==> src/rtl/imem_uart_loader.sv <==
// Packs a UART byte stream little-endian into 32-bit words and writes them
// sequentially into instruction memory while holding the CPU in reset.
module imem_uart_loader #(
  parameter int ADDR_W      = 14,
  parameter int WORD_LIMIT  = 16384,
  parameter int IDLE_CYCLES = 1000000
) (
  input  logic              clock,
  input  logic              reset,
  input  logic              start,
  input  logic [7:0]        rx_data,
  input  logic              rx_valid,
  output logic              imem_we,
  output logic [ADDR_W-1:0] imem_addr,
  output logic [31:0]       imem_wdata,
  output logic              cpu_hold,
  output logic              busy,
  output logic              done,
  output logic              error,
  output logic [ADDR_W:0]   word_count
);

  localparam int TW = $clog2(IDLE_CYCLES + 1);
  localparam logic [TW-1:0]   T_LAST = TW'(IDLE_CYCLES - 1);
  localparam logic [TW-1:0]   T_ONE  = TW'(1);
  localparam logic [ADDR_W:0] LIMIT  = (ADDR_W + 1)'(WORD_LIMIT);
  localparam logic [ADDR_W:0] WC_ONE = (ADDR_W + 1)'(1);

  typedef enum logic [1:0] {
    IDLE   = 2'd0,
    LOAD   = 2'd1,
    FINISH = 2'd2
  } state_t;

  state_t          state;
  logic [1:0]      idx;
  logic [31:0]     assembly;
  logic            armed;
  logic [TW-1:0]   tcnt;
  logic [ADDR_W:0] wc_next;
  logic            limit_hit;

  // The write cycle that brings word_count up to the limit ends the load.
  assign wc_next   = word_count + WC_ONE;
  assign limit_hit = imem_we && (wc_next == LIMIT);

  // rx_valid is a one-cycle strobe with no ready/backpressure: a byte is
  // taken in LOAD whenever rx_valid is high, and dropped in any other state.
  always_ff @(posedge clock) begin
    if (reset) begin
      state      <= IDLE;
      idx        <= 2'd0;
      assembly   <= 32'd0;
      armed      <= 1'b0;
      tcnt       <= '0;
      imem_we    <= 1'b0;
      imem_addr  <= '0;
      imem_wdata <= 32'd0;
      cpu_hold   <= 1'b0;
      busy       <= 1'b0;
      done       <= 1'b0;
      error      <= 1'b0;
      word_count <= '0;
    end else begin
      imem_we <= 1'b0;
      if (imem_we) word_count <= wc_next;
      case (state)
        IDLE: begin
          if (start) begin
            state      <= LOAD;
            word_count <= '0;
            idx        <= 2'd0;
            done       <= 1'b0;
            error      <= 1'b0;
            armed      <= 1'b0;
            tcnt       <= '0;
            cpu_hold   <= 1'b1;
            busy       <= 1'b1;
          end
        end
        LOAD: begin
          if (limit_hit) begin
            state    <= FINISH;
            done     <= 1'b1;
            cpu_hold <= 1'b0;
            busy     <= 1'b0;
          end else if (rx_valid) begin
            armed                    <= 1'b1;
            tcnt                     <= '0;
            idx                      <= idx + 2'd1;
            assembly[{idx, 3'b000} +: 8] <= rx_data;
            if (idx == 2'd3) begin
              imem_we    <= 1'b1;
              imem_wdata <= {rx_data, assembly[23:0]};
              imem_addr  <= word_count[ADDR_W-1:0];
            end
          end else if (armed) begin
            if (tcnt == T_LAST) begin
              // A partial word is dropped and flagged rather than written.
              state    <= FINISH;
              done     <= (idx == 2'd0);
              error    <= (idx != 2'd0);
              idx      <= 2'd0;
              cpu_hold <= 1'b0;
              busy     <= 1'b0;
            end else begin
              tcnt <= tcnt + T_ONE;
            end
          end
        end
        FINISH:  state <= IDLE;
        default: state <= IDLE;
      endcase
    end
  end

endmodule

==> config.mk <==
export PLATFORM = sky130hd
export DESIGN_NAME = imem_uart_loader
export DESIGN_NICKNAME = d
export VERILOG_FILES = /design/src/rtl/imem_uart_loader.sv
export SDC_FILE = /design/constraint.sdc
export NUM_CORES = 1
export LEC_CHECK = 0
export ABC_AREA = 0
export CORE_MARGIN = 4
export CORE_UTILIZATION = 58
export DETAILED_ROUTE_END_ITERATION = 10
export PLACE_DENSITY = 0.95
export SYNTH_ARGS = -nofsm -noshare
export SYNTH_HDL_FRONTEND = slang
export SYNTH_SLANG_ARGS = --single-unit
export TNS_END_PERCENT = 100
==> constraint.sdc <==
create_clock -name clock -period 7.2 [get_ports clock]
set_input_delay 1.44 -clock clock [delete_from_list [all_inputs] [get_ports clock]]
set_output_delay 1.44 -clock clock [all_outputs]
set_load 0.1 [all_outputs]
==> metrics.md, run 1 <==
| Metric | Value |
|---|---|
| Total Die Area | 0.0107 mm2 |
| Clock buffers created by TritonCTS | 17 |
| Placer Congestion | about 0.88 |
| Endpoint of the lowest-slack register-to-register path | tcnt[17] |
| Most instantiated flip-flop cell in the synthesis netlist | sky130_fd_sc_hd__dfxtp_1 |
| 1st-iter DRT viols | 349 |
| Fmax | between 200 and 300 MHz |
| Number of buffer and inverter stages on the critical path | 1 |
| DR DRC count | 0 |
| Setup Skew | ~0.011 ns |
| Height of the die | 103 um |
| Average cell area after synthesis | 9.12 um2 |
| Startpoint of the lowest-slack register-to-register path | word_count[0] |
| Clock insertion delay at the later pin of the skew report | 0.52 ns |
| Combined area of the multi-input logic cells | 0.00275 mm2 |
| Number of gates resized after cts | 0 |
| Worst setup path startpoint | word_count[8] |
| Instance area after placement | ~0.006 mm2 |
| Cell-by-cell listing of the critical path | clkdlybuf4s50_1 |
| Clock period minus worst slack | 3.73 ns |
| Slew headroom | 0.158 |
| Pin count of the biggest net entering global routing | 94 |
| Maximum cell stage delay along the critical path | 1.21 ns |
| Top-area cell type share of the netlist area | 0.433 |
| Ports | 78 |
| Site Rows | 34 |
| Cell with the largest stage delay on the worst path | sky130_fd_sc_hd__clkdlybuf4s50_1 |
| Max-cap violations | 0 |
| Share of flip-flops with an asynchronous set or reset after synthesis | 0 |
| Cell count of the worst reg-to-reg path | 8 |
| Initial Util | 0.602 |
| Number of stages on the worst setup path | 1 |
| Die span in x | between 100 and 150 um |
| Fin Setup TNS | 0 ns |
| Synth top area cells | sky130_fd_sc_hd__dfxtp_1 (43%), sky130_fd_sc_hd__mux2i_1 (9.3%), sky130_fd_sc_hd__o21ai_0 (4.3%) |
| Status | finished clean |
| Minimum setup slack among reg-to-reg paths | 3.95 ns |
| Post-cts hold buffer count | 0 |
| Number of antenna violations at the first check in global routing | 0 |
| CTS tree | built |
| Setup repair after global routing missed its margin | false |
| Warnings from Yosys | 0 |
| Nets in the synthesized netlist | 598 |
| Peak VDD IR | 0.000153 V |
| Met2 Wirelength | 6570 um |
| Logic gate share of total power | 0.043 |
| Destination of the critical timing path | word_count[8] |
| Wire length of the first global-routing pass | 21,300 um |
| NumNets Final | 656 |
| Met1 routed wirelength after detailed routing | around 5300 um |
| # setup viols final | 0 |
| Required time reported for the critical path endpoint | 5.76 ns |
| Share of total power in the clock network | 0.512 |
| Switching Share | 0.247 |
| Ratio of routed vias to standard cells | 5.94 |
| Sequential share of power | 0.444 |
| Buffer type at the clock tree root | sky130_fd_sc_hd__clkbuf_8 |
| Count of flip-flops with a built-in enable after synthesis | 0 |
| Uppermost metal layer occupied by signal nets | met4 |
| WP data arrival | 2.29 ns |
| Seq cells post-synth | between 100 and 150 |
| HPWL Detailed | 8350 um |
| Leakage Power | 2.58 nW |
| Most used standard cell by instance count after synthesis | sky130_fd_sc_hd__dfxtp_1 |
| Critical path launch point type | flop |
| Core footprint | 0.00876 mm2 |
| Number of global-route vias before repair | 4,458 |
| Number of port buffers | between 70 and 80 |
| Final hold slack | 0.480 ns |
| Met3 Routed Length | 813 um |
| Int Power | ~1.1 mW |
| Setup CP Type | flop to primary output |
| Power density relative to cell area | 220 mW/mm2 |
| Area growth from synthesis to layout | 23.4% |
| Cell type contributing the most total cell area after synthesis | sky130_fd_sc_hd__dfxtp_1 |
| Top cells by instance count after synthesis | sky130_fd_sc_hd__dfxtp_1 (114), sky130_fd_sc_hd__nor2_1 (59), sky130_fd_sc_hd__mux2i_1 (49), sky130_fd_sc_hd__nand2_1 (47), sky130_fd_sc_hd__o21ai_0 (45) |
| Post-layout instance area | ~0.0065 mm2 |
| Maximum root-to-sink buffer count | 2 |
| Total Routed Length | 13,000 um |
| Worst-path clk slew | about 0.06 ns |
| Fraction of layout cells with a size suffix above 1 | 0.0817 |
| Max-slew violation count | 0 |
| FF+latch area | about 0.0023 mm2 |
| Gate Count Post-Synth | 578 |
| # clock sinks | between 100 and 150 |
| Cell area after synthesis | 0.00527 mm2 |
| Routed length per placed instance | about 17 um |
| Initial DRT Pass Iterations | 5 |
| Switching power total | 354 uW |
| Largest delay contributor family on the critical path | buffers and inverters |
| Number of vias after detailed routing | roughly 4,500 |
| Final Hold Vio Count | 0 |
| Global router's overall resource usage | 0.251 |
| Ant diodes | 0 |
| Number of buffers inserted by post-CTS setup repair | 0 |
| Largest fanout on the critical path | 10 |
| Number of nets still failing antenna checks after routing | 0 |
| Portion of the post-synthesis area used by sequential elements | 0.433 |
| Class of the most critical hold timing path | flop to flop |
| Part of the cycle the worst path needs | 0.517 |
| Level count of the clock H-tree | 4 |
| Post-synthesis cell type count | 62 |
| Worst slew pin tran | 1.26 ns |
| Category of the worst setup path capture point | primary output |
| Leftover overflow at the end of global routing | 0 |
| # fillers | 603 |
-- stage by stage --
stage | util | setup WS [ns] | total power, mW | instances
after floorplan | - | 4.18 | 0.695 | 578
after global placement | 0.683 | 3.40 | 0.709 | 725
after detailed placement | 0.683 | 3.19 | 0.711 | 725
after CTS | 0.742 | 3.46 | 1.44 | 757
after global routing | 0.742 | 3.32 | 1.47 | 757
final | 0.742 | 3.47 | 1.43 | 757
-- registers in the layout, summed over array words and instances, names as in the netlist --
signal / cells
imem_wdata: 32
assembly: 24
tcnt: 20
word_count: 15
imem_addr: 14
idx: 2
state: 2
armed: 1
busy: 1
done: 1
error: 1
imem_we: 1
-- layout by cell type (no fill, tap or decap), types with 8 or more instances in the layout --
master and count:
sky130_fd_sc_hd__clkbuf_16 16, sky130_fd_sc_hd__nand4_1 8, sky130_fd_sc_hd__and3_1 12, sky130_fd_sc_hd__nand3_1 17
sky130_fd_sc_hd__dfxtp_1 114, sky130_fd_sc_hd__nand2_1 47, sky130_fd_sc_hd__nand3b_1 28, sky130_fd_sc_hd__o31ai_1 11
sky130_fd_sc_hd__ha_1 8, sky130_fd_sc_hd__inv_1 8, sky130_fd_sc_hd__nand2b_1 31, sky130_fd_sc_hd__xor2_1 13
sky130_fd_sc_hd__o21ai_0 45, sky130_fd_sc_hd__nor2_1 59, sky130_fd_sc_hd__nor2b_1 13, sky130_fd_sc_hd__mux2i_1 49
sky130_fd_sc_hd__clkdlybuf4s50_1 76
-- final cells by class --
class / instances / area share
Tap cell: 108 / 0.0208
Inverter: 8 / 0.00462
Multi-Input combinational cell: 416 / 0.423
Sequential cell: 114 / 0.351
Clock buffer: 17 / 0.0637
Timing Repair Buffer: 79 / 0.120
Clock inverter: 15 / 0.0169
-- kinds of logic after synthesis --
| group | after synthesis | synth area share |
|---|---|---|
| buffers and inverters | 48 | 0.0467 |
| DFF | 114 | 0.433 |
| and+or+nand+nor | 246 | 0.260 |
| AOI/OAI and AO/OA | 95 | 0.119 |
| muxes | 49 | 0.0930 |
| xor gates and xnor gates | 18 | 0.0299 |
| adders and majority gates | 8 | 0.0190 |
-- how the worst min path moves through the flow --
stage / cells past startpoint / startpoint / endpoint
after floorplan: 1 / tcnt[18] / tcnt[18]
after global placement: 1 / tcnt[18] / tcnt[18]
after detailed placement: 1 / tcnt[18] / tcnt[18]
after CTS: 1 / tcnt[19] / tcnt[19]
after global routing: 1 / tcnt[19] / tcnt[19]
final: 1 / tcnt[18] / tcnt[18]
-- per-layer routing --
metal,vias up,track usage
li1,2137,-
met1,2147,0.320
met2,183,0.416
met3,31,0.0516
met4,0,0.103
met5,-,0
-- power by group through the flow --
stage          logic [mW]  clock network [mW]  registers (mW)
2_1_floorplan      0.0413                   0           0.654
3_3_place_gp       0.0588                   0           0.650
3_5_place_dp       0.0606                   0           0.651
4_1_cts            0.0618               0.738           0.637
5_1_grt            0.0673               0.769           0.638
6_report           0.0624               0.735           0.637
Power figures use the tool's default switching activity.
==> run 2, diff against run 1 <==
- CORE_UTILIZATION: 58 -> 49
- PLACE_DENSITY: 0.95 -> 0.87
- clock period: 7.2 -> 3.03 ns (I/O delays scaled with it)
==> run 2 against run 1 <==
Compared with the run above:
- design area is 0.12% higher
- critical path type is now flop to flop
- total power grew to 2.6 times the previous value
- final cell count is 4.4% higher
- largest cell class unchanged
- non-clock buffer count is 6 higher
==> metrics.md, run 2 (same netlist as run 1, synthesis figures left out) <==
| Metric | Value |
|---|---|
| Setup Skew | 0.00818 ns (-0.00278 ns) |
| Final hold slack | 0.473 ns (-0.00718 ns) |
| Worst slew pin tran | 1.01 ns (-0.248 ns) |
| Die span in x | 112 um (+8.1%) |
| Class of the most critical hold timing path | flop to flop |
| CTS tree | built |
| Combined area of the multi-input logic cells | 0.00276 mm2 (about the same) |
| Number of vias after detailed routing | 4,405 (-2.1%) |
| Cell count of the worst reg-to-reg path | 9 (+1) |
| Critical path launch point type | flop |
| Maximum root-to-sink buffer count | 2 (unchanged) |
| Post-layout instance area | 0.00651 mm2 (+0.12%) |
| FF+latch area | 0.00228 mm2 (unchanged) |
| # setup viols final | 0 (unchanged) |
| Number of port buffers | 77 (unchanged) |
| Site Rows | 37 (+8.8%) |
| Hold path endpoint | tcnt[19] |
| Wire length of the first global-routing pass | 20,600 um (-3.1%) |
| Placer Congestion | 0.859 (-2.8%) |
| Power density relative to cell area | 562 mW/mm2 (+150%) |
| Ant diodes | 0 (unchanged) |
| Initial DRT Pass Iterations | 4 (-1) |
| Hold Crit Depth | 1 (unchanged) |
| Leakage Power | 2.80 nW (+8.3%) |
| # fillers | 819 (+36%) |
| Slew headroom | 0.322 (+0.164) |
| Largest fanout on the critical path | 9 (-1) |
| 1st-iter DRT viols | 257 (-26%) |
| Number of flip-flops in the largest register | 32 (unchanged) |
| Pin count of the biggest net entering global routing | 93 (-1.1%) |
| Fin Setup TNS | 0 ns (unchanged) |
| HPWL Detailed | 8160 um (-2.3%) |
| Peak VDD IR | 0.000370 V (+140%) |
| Max-cap violations | 0 (unchanged) |
| Global router's overall resource usage | 0.200 (-0.0514) |
| Area growth from synthesis to layout | 23.5% |
| WP data arrival | 3.12 ns (+0.83 ns) |
| Category of the worst setup path capture point | flop |
| Part of the cycle the worst path needs | 0.883 |
| Fraction of layout cells with a size suffix above 1 | 0.190 (+0.108) |
| Setup repair after global routing missed its margin | false |
| Leftover overflow at the end of global routing | 0 (unchanged) |
| Total Routed Length | 12,300 um (-5.2%) |
| Final Hold Vio Count | 0 (unchanged) |
| Max-slew violation count | 0 (unchanged) |
| DR DRC count | 0 (unchanged) |
| Biggest registers after layout | imem_wdata x32, assembly x24, tcnt x20 |
| Routed length per placed instance | 15.6 um (-9.1%) |
| Core footprint | 0.0104 mm2 (+19%) |
| Clock insertion delay at the later pin of the skew report | 0.53 ns (about the same) |
| Startpoint of the lowest-slack register-to-register path | word_count[0] |
| Number of nets still failing antenna checks after routing | 0 (unchanged) |
| Height of the die | 112 um (+8.1%) |
| Initial Util | 0.506 (-0.0955) |
| NumNets Final | 662 (+0.91%) |
| Minimum setup slack among reg-to-reg paths | 0.35 ns (-3.60 ns) |
| Setup CP Type | flop to flop |
| Worst-path clk slew | 0.05 ns (about the same) |
| Fmax | 374 MHz |
| Level count of the clock H-tree | 4 (unchanged) |
| Required time reported for the critical path endpoint | 3.48 ns (-2.28 ns) |
| Highest-count cells in the layout ignoring fill and taps | sky130_fd_sc_hd__dfxtp_1 (114), sky130_fd_sc_hd__buf_4 (73), sky130_fd_sc_hd__nor2_1 (59) |
| Ports | 78 (unchanged) |
| Number of global-route vias before repair | 4,333 (-2.8%) |
| Hold wc startpoint | tcnt[19] |
| Register with the highest flop count | imem_wdata |
| Ratio of routed vias to standard cells | 5.58 (-6.2%) |
| Most frequent standard cell in the layout excluding fill and tap cells | sky130_fd_sc_hd__dfxtp_1 |
| Number of antenna violations at the first check in global routing | 0 (unchanged) |
| Instance area after placement | 0.00591 mm2 (-1.2%) |
| Endpoint of the lowest-slack register-to-register path | idx[0] |
| # clock sinks | 114 (unchanged) |
| Clock period minus worst slack | 2.68 ns |
| Total Die Area | 0.0125 mm2 (+17%) |
| Clock buffers created by TritonCTS | 17 (unchanged) |
| Buffer type at the clock tree root | sky130_fd_sc_hd__clkbuf_8 |
| Status | finished clean |
run 2: cell type report:
| class | instances | share of cell area |
|---|---|---|
| timing repair buffer | 85 | 0.103 |
| inverter | 8 | 0.00461 |
| sequential | 114 | 0.350 |
| multi-input combinational | 416 | 0.423 |
| tap | 136 | 0.0261 |
| clock inverter | 9 | 0.0198 |
| clock buffer | 22 | 0.0726 |
run 2: what timing repair did:
| item | CTS | global route |
|---|---|---|
| hold buffers | 0 | 0 |
| gates resized for setup | 0 | 1 |
| setup endpoints to repair | 0 | 4 |
| buffers inserted | 0 | 0 |
run 2: how the worst max path moves through the flow:
| stage | startpoint | to | slack (ns) | cells past startpoint |
|---|---|---|---|---|
| 2_1_floorplan | word_count[0] | idx[1] | 0.01 | 10 |
| 6_report | word_count[0] | idx[0] | 0.35 | 9 |
| 3_3_place_gp | word_count[0] | idx[0] | 0.42 | 9 |
| 4_1_cts | word_count[0] | tcnt[17] | 0.21 | 8 |
| 5_1_grt | word_count[0] | tcnt[12] | 0.12 | 8 |
| 3_5_place_dp | word_count[0] | tcnt[17] | 0.21 | 8 |
run 2: through the flow:
step / util / total power, mW / instances / setup slack, ns
after floorplan: - / 1.65 / 578 / 0.0113
after global placement: 0.567 / 1.69 / 759 / 0.422
after detailed placement: 0.567 / 1.69 / 759 / 0.213
after CTS: 0.625 / 3.69 / 790 / 0.212
after global routing: 0.625 / 3.78 / 790 / 0.115
final: 0.625 / 3.66 / 790 / 0.354
run 2: critical path: stages (launching register included):
cell                       delay, ns
sky130_fd_sc_hd__dfxtp_1        0.48
sky130_fd_sc_hd__ha_1           0.36
sky130_fd_sc_hd__and2_1         0.20
sky130_fd_sc_hd__a21boi_0       0.19
sky130_fd_sc_hd__o22ai_1        0.11
sky130_fd_sc_hd__nand4b_2       0.28
sky130_fd_sc_hd__or2_4          0.33
sky130_fd_sc_hd__buf_4          0.18
sky130_fd_sc_hd__a311o_1        0.32
sky130_fd_sc_hd__a21oi_1        0.14
run 2: report_power, final:
part           internal (mW)  switching, mW  total (mW)
Sequential              1.51        0.00639        1.52
Combinational         0.0544         0.0945       0.149
Clock                   1.33          0.667        2.00
run 2: routing by layer:
metal	track usage	wire, um
met1	0.241	5320
met4	0.0819	224
met2	0.337	6190
met5	0	0
met3	0.0538	597
